`src/rtl/timekeeper.sv`:
```
// Time-of-day and calendar core: 1 s prescaler, carry chain, in-place field setting and blink.
// Define TIMEKEEPER_ALARM_EN to include the alarm comparator; otherwise alarm is tied to 0.
module timekeeper #(
    parameter int TICK_DIV  = 1000000,
    parameter int BLINK_DIV = 500000,
    parameter int YEAR_INIT = 15
) (
    input  logic        clk,
    input  logic        rst,
    input  logic        set_en,
    input  logic [2:0]  field,
    input  logic        inc,
    input  logic        dec,
    output logic [5:0]  sec,
    output logic [5:0]  min,
    output logic [4:0]  hour,
    output logic [4:0]  day,
    output logic [3:0]  month,
    output logic [6:0]  year,
    output logic [23:0] time_bcd,
    output logic [23:0] date_bcd,
    output logic        sec_pulse,
    output logic        blink,
    input  logic        alarm_en,
    input  logic [4:0]  alarm_hour,
    input  logic [5:0]  alarm_min,
    input  logic        alarm_ack,
    output logic        alarm
);
    localparam int PW = $clog2(TICK_DIV);
    localparam int BW = (BLINK_DIV > 1) ? $clog2(BLINK_DIV) : 1;
    localparam logic [PW-1:0] PCNT_MAX = PW'(TICK_DIV - 1);
    localparam logic [BW-1:0] BCNT_MAX = BW'(BLINK_DIV - 1);

    function automatic logic [4:0] dmax_f(input logic [3:0] m, input logic [6:0] y);
        case (m)
            4'd4, 4'd6, 4'd9, 4'd11: dmax_f = 5'd30;
            4'd2:                    dmax_f = (y[1:0] == 2'd0) ? 5'd29 : 5'd28;
            default:                 dmax_f = 5'd31;
        endcase
    endfunction

    function automatic logic [7:0] bcd2(input logic [6:0] v);
        bcd2 = {4'(v / 7'd10), 4'(v % 7'd10)};
    endfunction

    logic [PW-1:0] pcnt_q, pcnt_d;
    logic [BW-1:0] bcnt_q, bcnt_d;
    logic [5:0]    sec_q, sec_d, min_q, min_d;
    logic [4:0]    hour_q, hour_d, day_q, day_d;
    logic [3:0]    month_q, month_d;
    logic [6:0]    year_q, year_d;
    logic [23:0]   time_bcd_q, time_bcd_d, date_bcd_q, date_bcd_d;
    logic          sec_pulse_q, sec_pulse_d, blink_q, blink_d, set_q, set_d, alarm_q, alarm_d;
    logic          tick, step_up, step_dn;
    logic [4:0]    dmax_cur, dmax_new;

    assign dmax_cur = dmax_f(month_q, year_q);

    always_comb begin
        pcnt_d   = pcnt_q;
        tick     = 1'b0;
        sec_d    = sec_q;
        min_d    = min_q;
        hour_d   = hour_q;
        day_d    = day_q;
        month_d  = month_q;
        year_d   = year_q;
        dmax_new = dmax_cur;
        bcnt_d   = bcnt_q;
        blink_d  = blink_q;
        set_d    = set_en;
        step_up  = inc & ~dec;
        step_dn  = dec & ~inc;

        if (set_en) begin
            pcnt_d = '0;
        end else if (pcnt_q == PCNT_MAX) begin
            pcnt_d = '0;
            tick   = 1'b1;
        end else begin
            pcnt_d = pcnt_q + 1'b1;
        end

        if (set_en) begin
            // Setting wraps one field only; no carries
            if (step_up || step_dn) begin
                case (field)
                    3'd0: sec_d = step_up ? ((sec_q == 6'd59) ? 6'd0 : sec_q + 6'd1)
                                          : ((sec_q == 6'd0) ? 6'd59 : sec_q - 6'd1);
                    3'd1: min_d = step_up ? ((min_q == 6'd59) ? 6'd0 : min_q + 6'd1)
                                          : ((min_q == 6'd0) ? 6'd59 : min_q - 6'd1);
                    3'd2: hour_d = step_up ? ((hour_q == 5'd23) ? 5'd0 : hour_q + 5'd1)
                                           : ((hour_q == 5'd0) ? 5'd23 : hour_q - 5'd1);
                    3'd3: day_d = step_up ? ((day_q >= dmax_cur) ? 5'd1 : day_q + 5'd1)
                                          : ((day_q <= 5'd1) ? dmax_cur : day_q - 5'd1);
                    3'd4: month_d = step_up ? ((month_q == 4'd12) ? 4'd1 : month_q + 4'd1)
                                            : ((month_q == 4'd1) ? 4'd12 : month_q - 4'd1);
                    3'd5: year_d = step_up ? ((year_q == 7'd99) ? 7'd0 : year_q + 7'd1)
                                           : ((year_q == 7'd0) ? 7'd99 : year_q - 7'd1);
                    default: ;
                endcase
            end
            dmax_new = dmax_f(month_d, year_d);
            if (day_d > dmax_new) day_d = dmax_new;
        end else if (tick) begin
            if (sec_q != 6'd59) sec_d = sec_q + 6'd1;
            else begin
                sec_d = 6'd0;
                if (min_q != 6'd59) min_d = min_q + 6'd1;
                else begin
                    min_d = 6'd0;
                    if (hour_q != 5'd23) hour_d = hour_q + 5'd1;
                    else begin
                        hour_d = 5'd0;
                        if (day_q < dmax_cur) day_d = day_q + 5'd1;
                        else begin
                            day_d = 5'd1;
                            if (month_q != 4'd12) month_d = month_q + 4'd1;
                            else begin
                                month_d = 4'd1;
                                year_d  = (year_q == 7'd99) ? 7'd0 : year_q + 7'd1;
                            end
                        end
                    end
                end
            end
        end

        // Entering setting mode restarts the blink phase with the digits visible
        if (!set_en || !set_q) begin
            bcnt_d  = '0;
            blink_d = 1'b1;
        end else if (bcnt_q == BCNT_MAX) begin
            bcnt_d  = '0;
            blink_d = ~blink_q;
        end else begin
            bcnt_d = bcnt_q + 1'b1;
        end

        sec_pulse_d = tick;
        time_bcd_d  = {bcd2({2'b0, hour_d}), bcd2({1'b0, min_d}), bcd2({1'b0, sec_d})};
        date_bcd_d  = {bcd2(year_d), bcd2({3'b0, month_d}), bcd2({2'b0, day_d})};
    end

`ifdef TIMEKEEPER_ALARM_EN
    always_comb begin
        alarm_d = alarm_q;
        if (!alarm_en || alarm_ack)
            alarm_d = 1'b0;
        else if (tick && hour_d == alarm_hour && min_d == alarm_min && sec_d == 6'd0)
            alarm_d = 1'b1;
    end
`else
    logic unused_alarm_in;
    assign unused_alarm_in = ^{alarm_en, alarm_hour, alarm_min, alarm_ack, alarm_q};
    assign alarm_d = 1'b0;
`endif

    always_ff @(posedge clk) begin
        if (rst) begin
            pcnt_q      <= '0;
            bcnt_q      <= '0;
            sec_q       <= '0;
            min_q       <= '0;
            hour_q      <= '0;
            day_q       <= 5'd1;
            month_q     <= 4'd1;
            year_q      <= 7'(YEAR_INIT);
            time_bcd_q  <= '0;
            date_bcd_q  <= {bcd2(7'(YEAR_INIT)), 8'h01, 8'h01};
            sec_pulse_q <= 1'b0;
            blink_q     <= 1'b0;
            set_q       <= 1'b0;
            alarm_q     <= 1'b0;
        end else begin
            pcnt_q      <= pcnt_d;
            bcnt_q      <= bcnt_d;
            sec_q       <= sec_d;
            min_q       <= min_d;
            hour_q      <= hour_d;
            day_q       <= day_d;
            month_q     <= month_d;
            year_q      <= year_d;
            time_bcd_q  <= time_bcd_d;
            date_bcd_q  <= date_bcd_d;
            sec_pulse_q <= sec_pulse_d;
            blink_q     <= blink_d;
            set_q       <= set_d;
            alarm_q     <= alarm_d;
        end
    end

    assign sec       = sec_q;
    assign min       = min_q;
    assign hour      = hour_q;
    assign day       = day_q;
    assign month     = month_q;
    assign year      = year_q;
    assign time_bcd  = time_bcd_q;
    assign date_bcd  = date_bcd_q;
    assign sec_pulse = sec_pulse_q;
    assign blink     = blink_q;
    assign alarm     = alarm_q;
endmodule

```
`config.mk`:
```
export PLATFORM = sky130hd
export DESIGN_NAME = timekeeper
export DESIGN_NICKNAME = d
export VERILOG_FILES = /design/src/rtl/timekeeper.sv
export SDC_FILE = /design/constraint.sdc
export NUM_CORES = 1
export LEC_CHECK = 0
export CORE_ASPECT_RATIO = 0.7
export CORE_MARGIN = 5
export CORE_UTILIZATION = 50
export CTS_BUF_LIST = sky130_fd_sc_hd__clkbuf_16
export DETAILED_ROUTE_END_ITERATION = 7
export PLACE_DENSITY = 0.73
export REMOVE_ABC_BUFFERS = 1
export SLEW_MARGIN = 20
export SYNTH_ARGS = -nofsm -noshare
export SYNTH_HDL_FRONTEND = slang
export SYNTH_SLANG_ARGS = --single-unit
```
`constraint.sdc`:
```
create_clock -name clk -period 7.67 [get_ports clk]
set_clock_uncertainty 0.05 [all_clocks]
set_input_delay 1.534 -clock clk [delete_from_list [all_inputs] [get_ports clk]]
set_output_delay 1.534 -clock clk [all_outputs]
set_load 0.01 [all_outputs]
```
-- Word level (Yosys, flattened, before mapping)
Cells that the tools add are included.
- register bits: 123
- output and inout bits: 84
- add/sub/neg operators: 14
- divide/modulo/power cells: 12
- order comparisons: 4
- equality and inequality tests: 27
- multiplexer cells: 75
- bitwise operators: 5
- reductions and logical operators: 16
- operators by type and width (cell ; number):
    two-way mux 5 bit ; 24
    two-way mux 6 bit ; 17
    two-way mux 7 bit ; 13
    two-way mux 4 bit ; 13
    adder 20 x 1 -> 20 bit, second input constant ; 1
    == test 20 bit, second input constant ; 1
    == test 4 bit, second input constant ; 5
    adder 19 x 1 -> 19 bit, second input constant ; 1
    == test 19 bit, second input constant ; 1
    == test 4 x 3 -> 1 bit, second input constant ; 4
    divider 5 x 4 -> 7 bit, second input constant ; 2
    divider 6 x 4 -> 7 bit, second input constant ; 2
    remainder unit 5 x 4 -> 7 bit, second input constant ; 2
    remainder unit 6 x 4 -> 7 bit, second input constant ; 2
    adder 6 x 1 -> 6 bit, second input constant ; 2
    == test 6 bit, second input constant ; 2
    zero test 6 bit ; 2
    != test 6 bit, second input constant ; 2
    subtractor 6 x 1 -> 6 bit, second input constant ; 2
    adder 5 x 1 -> 5 bit, second input constant ; 2
    subtractor 5 x 1 -> 5 bit, second input constant ; 2
    == test 4 x 2 -> 1 bit, second input constant ; 2
    case mux 2 bit (2 select lines) ; 2
    OR reduction 4 bit ; 2
    31 further kinds ; 45

-- Logic depth before layout (Yosys ltp)
- word-level depth: 14
- mapped depth: 32
- mapped depth without buffers: 29

-- Least setup slack after synthesis
OpenSTA, ideal clock, no wires.
- path type: input -> register
- start point: in dec
- end point: reg date_bcd_q[18], in the netlist date_bcd[18]
- setup time: 123 ps
- arrival time: 6367 ps
- data required time: 7497 ps
- slack: 1129 ps
- cell stages on the path: 28
- buffers on the path: 3
- cell sequence: inv_1 -> ha_1 -> buf_2 -> nor4bb_1 -> clkbuf_1 -> a32oi_1 -> o21ai_0 -> o21ai_0 -> a22oi_1 -> a21oi_1 -> ha_1 -> o211ai_1 -> a21o_1 -> nand2_1 -> inv_1 -> ha_1 -> inv_1 -> o31ai_1 -> a221oi_2 -> nand2b_1 -> buf_6 -> xnor2_1 -> ha_1 -> inv_1 -> a31oi_1 -> nor3b_2 -> a311oi_4 -> mux2_1
- cells in the longest elaborated chain, start to end: 8
- elaborated cells on any way between the ends: 10
- classes of those cells: div (1); mux (5); bitwise (3); reduce/logical (1)
- RTL lines (element ; line ; source):
    from (decl) ; 13 ; input logic dec,
    NOT 1 bit ; 73 ; step_up = inc & ~dec;
    AND 1 bit ; 73 ;
    two-way mux 7 bit ; 99 ; 3'd5: year_d = step_up ? ((year_q == 7'd99) ? 7'd0 : year_q + 7'd1)
    two-way mux 7 bit ; 88 ; case (field)
    two-way mux 7 bit (*) ; 87 ; if (step_up || step_dn) begin
    two-way mux 7 bit (*) (2 in a row) ; 85 ; if (set_en) begin
    remainder unit 7 x 4 -> 7 bit (*) ; 44 ; bcd2 = {4'(v / 7'd10), 4'(v % 7'd10)};
    to (signal assigned) ; 171 ; date_bcd_q <= {bcd2(7'(YEAR_INIT)), 8'h01, 8'h01};
    to (signal assigned) ; 186 ; date_bcd_q <= date_bcd_d;
    to (decl) ; 53 ; logic [23:0] time_bcd_q, time_bcd_d, date_bcd_q, date_bcd_d;
Mark *: on every way between the ends. The rest lies on a longest branch, timed or not. The select of a mux whose other input is x is not followed.
A chain may end at the register's enable or synchronous reset.

-- Worst setup path after layout
- start point: reg year_q[0], in the netlist year[0]
- end point: reg date_bcd_q[18], in the netlist date_bcd[18]
- cells in the longest elaborated chain, start to end: 11
- elaborated cells on any way between the ends: 22
- classes of those cells: add/sub (2); div (1); order compare (1); eq/ne (1); mux (15); reduce/logical (2)
- RTL lines (element ; line ; source):
    from (decl) ; 52 ; logic [6:0] year_q, year_d;
    from (signal assigned) ; 169 ; year_q <= 7'(YEAR_INIT);
    from (signal assigned) ; 184 ; year_q <= year_d;
    zero test 2 bit ; 38 ; 4'd2: dmax_f = (y[1:0] == 2'd0) ? 5'd29 : 5'd28;
    two-way mux 1 bit ; 38 ;
    case mux 2 bit (2 select lines) ; 36 ; case (m)
    less-than comparator 5 bit ; 116 ; if (day_q < dmax_cur) day_d = day_q + 5'd1;
    two-way mux 7 bit ; 116 ;
    two-way mux 7 bit ; 113 ; if (hour_q != 5'd23) hour_d = hour_q + 5'd1;
    two-way mux 7 bit ; 110 ; if (min_q != 6'd59) min_d = min_q + 6'd1;
    two-way mux 7 bit ; 107 ; if (sec_q != 6'd59) sec_d = sec_q + 6'd1;
    two-way mux 7 bit ; 106 ; end else if (tick) begin
    two-way mux 7 bit (*) ; 85 ;
    remainder unit 7 x 4 -> 7 bit (*) ; 44 ;
Marked as above.

==> flow_summary.ini <==
[outcome]
status = finished clean

[critical_path]
start_kind = flop
slowest_stage = nor4b_1
crit_buf_inv = 4
critPathLaunch = year[0]
reg2reg_from = year[0]
max_stage_delay_ns = 0.69
required_ns = 7.87
cp_top_family = simple AND/OR/NAND/NOR gates
cp_max_fo = 12
worstSetupEndpointType = flop
cp_common_cell = ha_1
r2r_setup_slack_ns = 0.71
arrival_ns = 7.16
crit_type = reg -> reg

[grt]
grt_pass1_wl_um = 34270
grt_overflow = 0
antenna_found_initial = 0
track_usage_pct = 20.95
first_global_vias = 6998
grt_max_degree = 42

[power]
p_comb_share_pct = 26.9
power_density_nw_per_um2 = 158.2
seqPwrFrac_pct = 41.5
p_leak_uw = 0.003601
p_sw_uw = 493.7
p_int_uw = 1010
vdd_ir_drop_max_mv = 0.09733
clkPwrFrac_pct = 31.6
total_power_uw = 1504
switching_share_pct = 32.82

[cells_and_area]
seqCellArea_sq_um = 2162
multi_input_area_sq_um = 5635
num_antenna_cells = 0
synthToLayoutAreaGrowth_pct = 13.84
fillers = 1513
drive_above_1_share_pct = 8.118
final_cells = 1346
nets = 1178

[flow_run]
timing.max_cap.violations = 0

[synth]
synth-seq-cells = 108
synth_flop_cell = dfxtp_1
synth_edf_count = 0
avgSynthCellArea_sq_um = 7.771
yosysSeqAreaShare_pct = 25.88
yosys-top-cells-area = dfxtp_1 (26%), nor2_1 (6.2%), ha_1 (6.1%)
syn-instance-count = 1075
synth_area_leader_cell = dfxtp_1
syn_area_sq_um = 8354
yosys_warnings = 0
synth_cell_types = 103
yosysMostFrequentCell = nor2_1
synth_common_cells = nor2_1 (138), dfxtp_1 (108), nand2_1 (84)
async_flop_share_pct = 0
yosys.area.top_type_share_pct = 25.88

[sta]
fmax_mhz = 143.7
drv_slew = 0
slew_headroom_pct = 36.32
period_share_pct = 90.72
finalHoldViolCount = 0
setup_slack_ns = 0.7119
tns_ns = 0
timing.hold.ws_ns = 0.4119
rsz0062_at_grt = false
worst_pin_slew_ns = 0.9423
setup-violations-final = 0
layout_min_cycle_time_ns = 6.958

[cts]
postCtsResizedCells = 0
htree_levels = 3
clk_latency_ns = 0.37
post_cts_buffers = 0
clk_pin_slew_ns = 0.08
cts.path.max_buffers = 2
holdBufCountCts = 0
clock_tree.root_cell = clkbuf_16
cts_tree = built
cts_sinks = 108
cts_made_buffers = 9

[min_path]
hold_start = set_q
hold_class = reg -> reg

[route]
drtAntennaViolNets = 0
wl_per_cell_um = 15.41
drc = 0
routed_wl_um = 20740
drtIter0Drc = 867
viasPerCell = 5.818
drtPass1Iterations = 6
dr_total_vias = 7831

[floorplan]
die_h_um = 118.1
coreArea_sq_um = 16350
std_cell_rows = 39
floorplan.initialDensity_pct = 51.11
dieArea_sq_um = 19430
pin_count = 105
die_x_um = 164.5

[place]
port_buffers = 81
dp.final_hpwl_um = 15180
pre_cts_slack_ns = 0.4448
dp_cells = 1330
place.gp.congestion = 0.8909
layer usage:
layer	GRT usage, %	wire (um)	vias to the layer above
met2	29.83	8410	252
met4	5.299	255	0
met1	32.08	10590	3609
met3	4.245	1493	22
li1	-	-	3948
met5	0	0	-
state kept, by name (all words and copies together) (netlist names):
name	cells
pcnt_q	20
bcnt_q	19
time_bcd	17
date_bcd	16
year	7
min	6
sec	6
day	5
hour	5
month	4
blink	1
sec_pulse	1
set_q	1
placed cells by master (no fill, tap or decap), types with 10 or more instances in the layout:
cell type and n:
xnor2_1 25, nand4_1 14, or2_2 11, o211ai_1 15
o21ai_0 42, xor2_1 26, nand3_1 44, clkdlybuf4s50_1 79
nor3_1 25, nor2b_1 19, o31ai_1 10, mux2i_1 22
inv_1 50, buf_4 18, a31oi_1 12, a21oi_1 59
conb_1 10, nand2_1 84, o21a_1 10, and3_1 15
dfxtp_1 108, ha_1 41, a211oi_1 11, nor3b_1 10
nand2b_1 21, nor2_1 138
power by group through the flow:
stage	clock network (uW)	registers [uW]	logic (uW)
after floorplan	0	644	250
after global placement	0	637	393
after detailed placement	0	637	401
after CTS	491	624	403
after global routing	512	629	446
final	475	625	404
worst register-to-register path: cells and delay by family, from the launching register on:
| kind | cells | cell delay, ns |
|---|---|---|
| buf+inv | 4 | 0.39 |
| simple gates | 8 | 1.84 |
| compound gates | 9 | 1.80 |
| xor+xnor | 1 | 0.22 |
| fa+ha+maj | 5 | 1.09 |
| mux | 2 | 0.86 |
| flops | 1 | 0.58 |
stage by stage:
step	util, %	area (sq um)
3_5_place_dp	56.32	9206
3_3_place_gp	56.32	9206
4_1_cts	58.18	9510
5_1_grt	58.18	9510
6_report	58.18	9510
2_1_floorplan	-	7989
cell families after synthesis:
| group | synth area share [%] |
|---|---|
| AOI/OAI and AO/OA | 21.76 |
| xor gates and xnor gates | 5.541 |
| adders and majority gates | 6.140 |
| buffers and inverters | 7.069 |
| DFF | 25.88 |
| muxes | 3.849 |
| other | 0.04489 |
| and+or+nand+nor | 29.71 |
worst paths after layout:
path,endpoint,depth (start not counted)
setup / recovery,date_bcd[18],29
hold / removal,blink,1
setup reg to reg,date_bcd[18],29
hold reg to reg,blink,1
cell type report:
cell class / count / area share, %
flip-flops and latches: 108 / 22.73
inverters: 51 / 2.013
multi-input cells: 847 / 59.26
clock inverters: 7 / 0.8288
well taps: 225 / 2.960
clock buffers: 9 / 2.368
repair buffers: 99 / 9.841
Note: power is estimated with default switching activity, not from simulation.
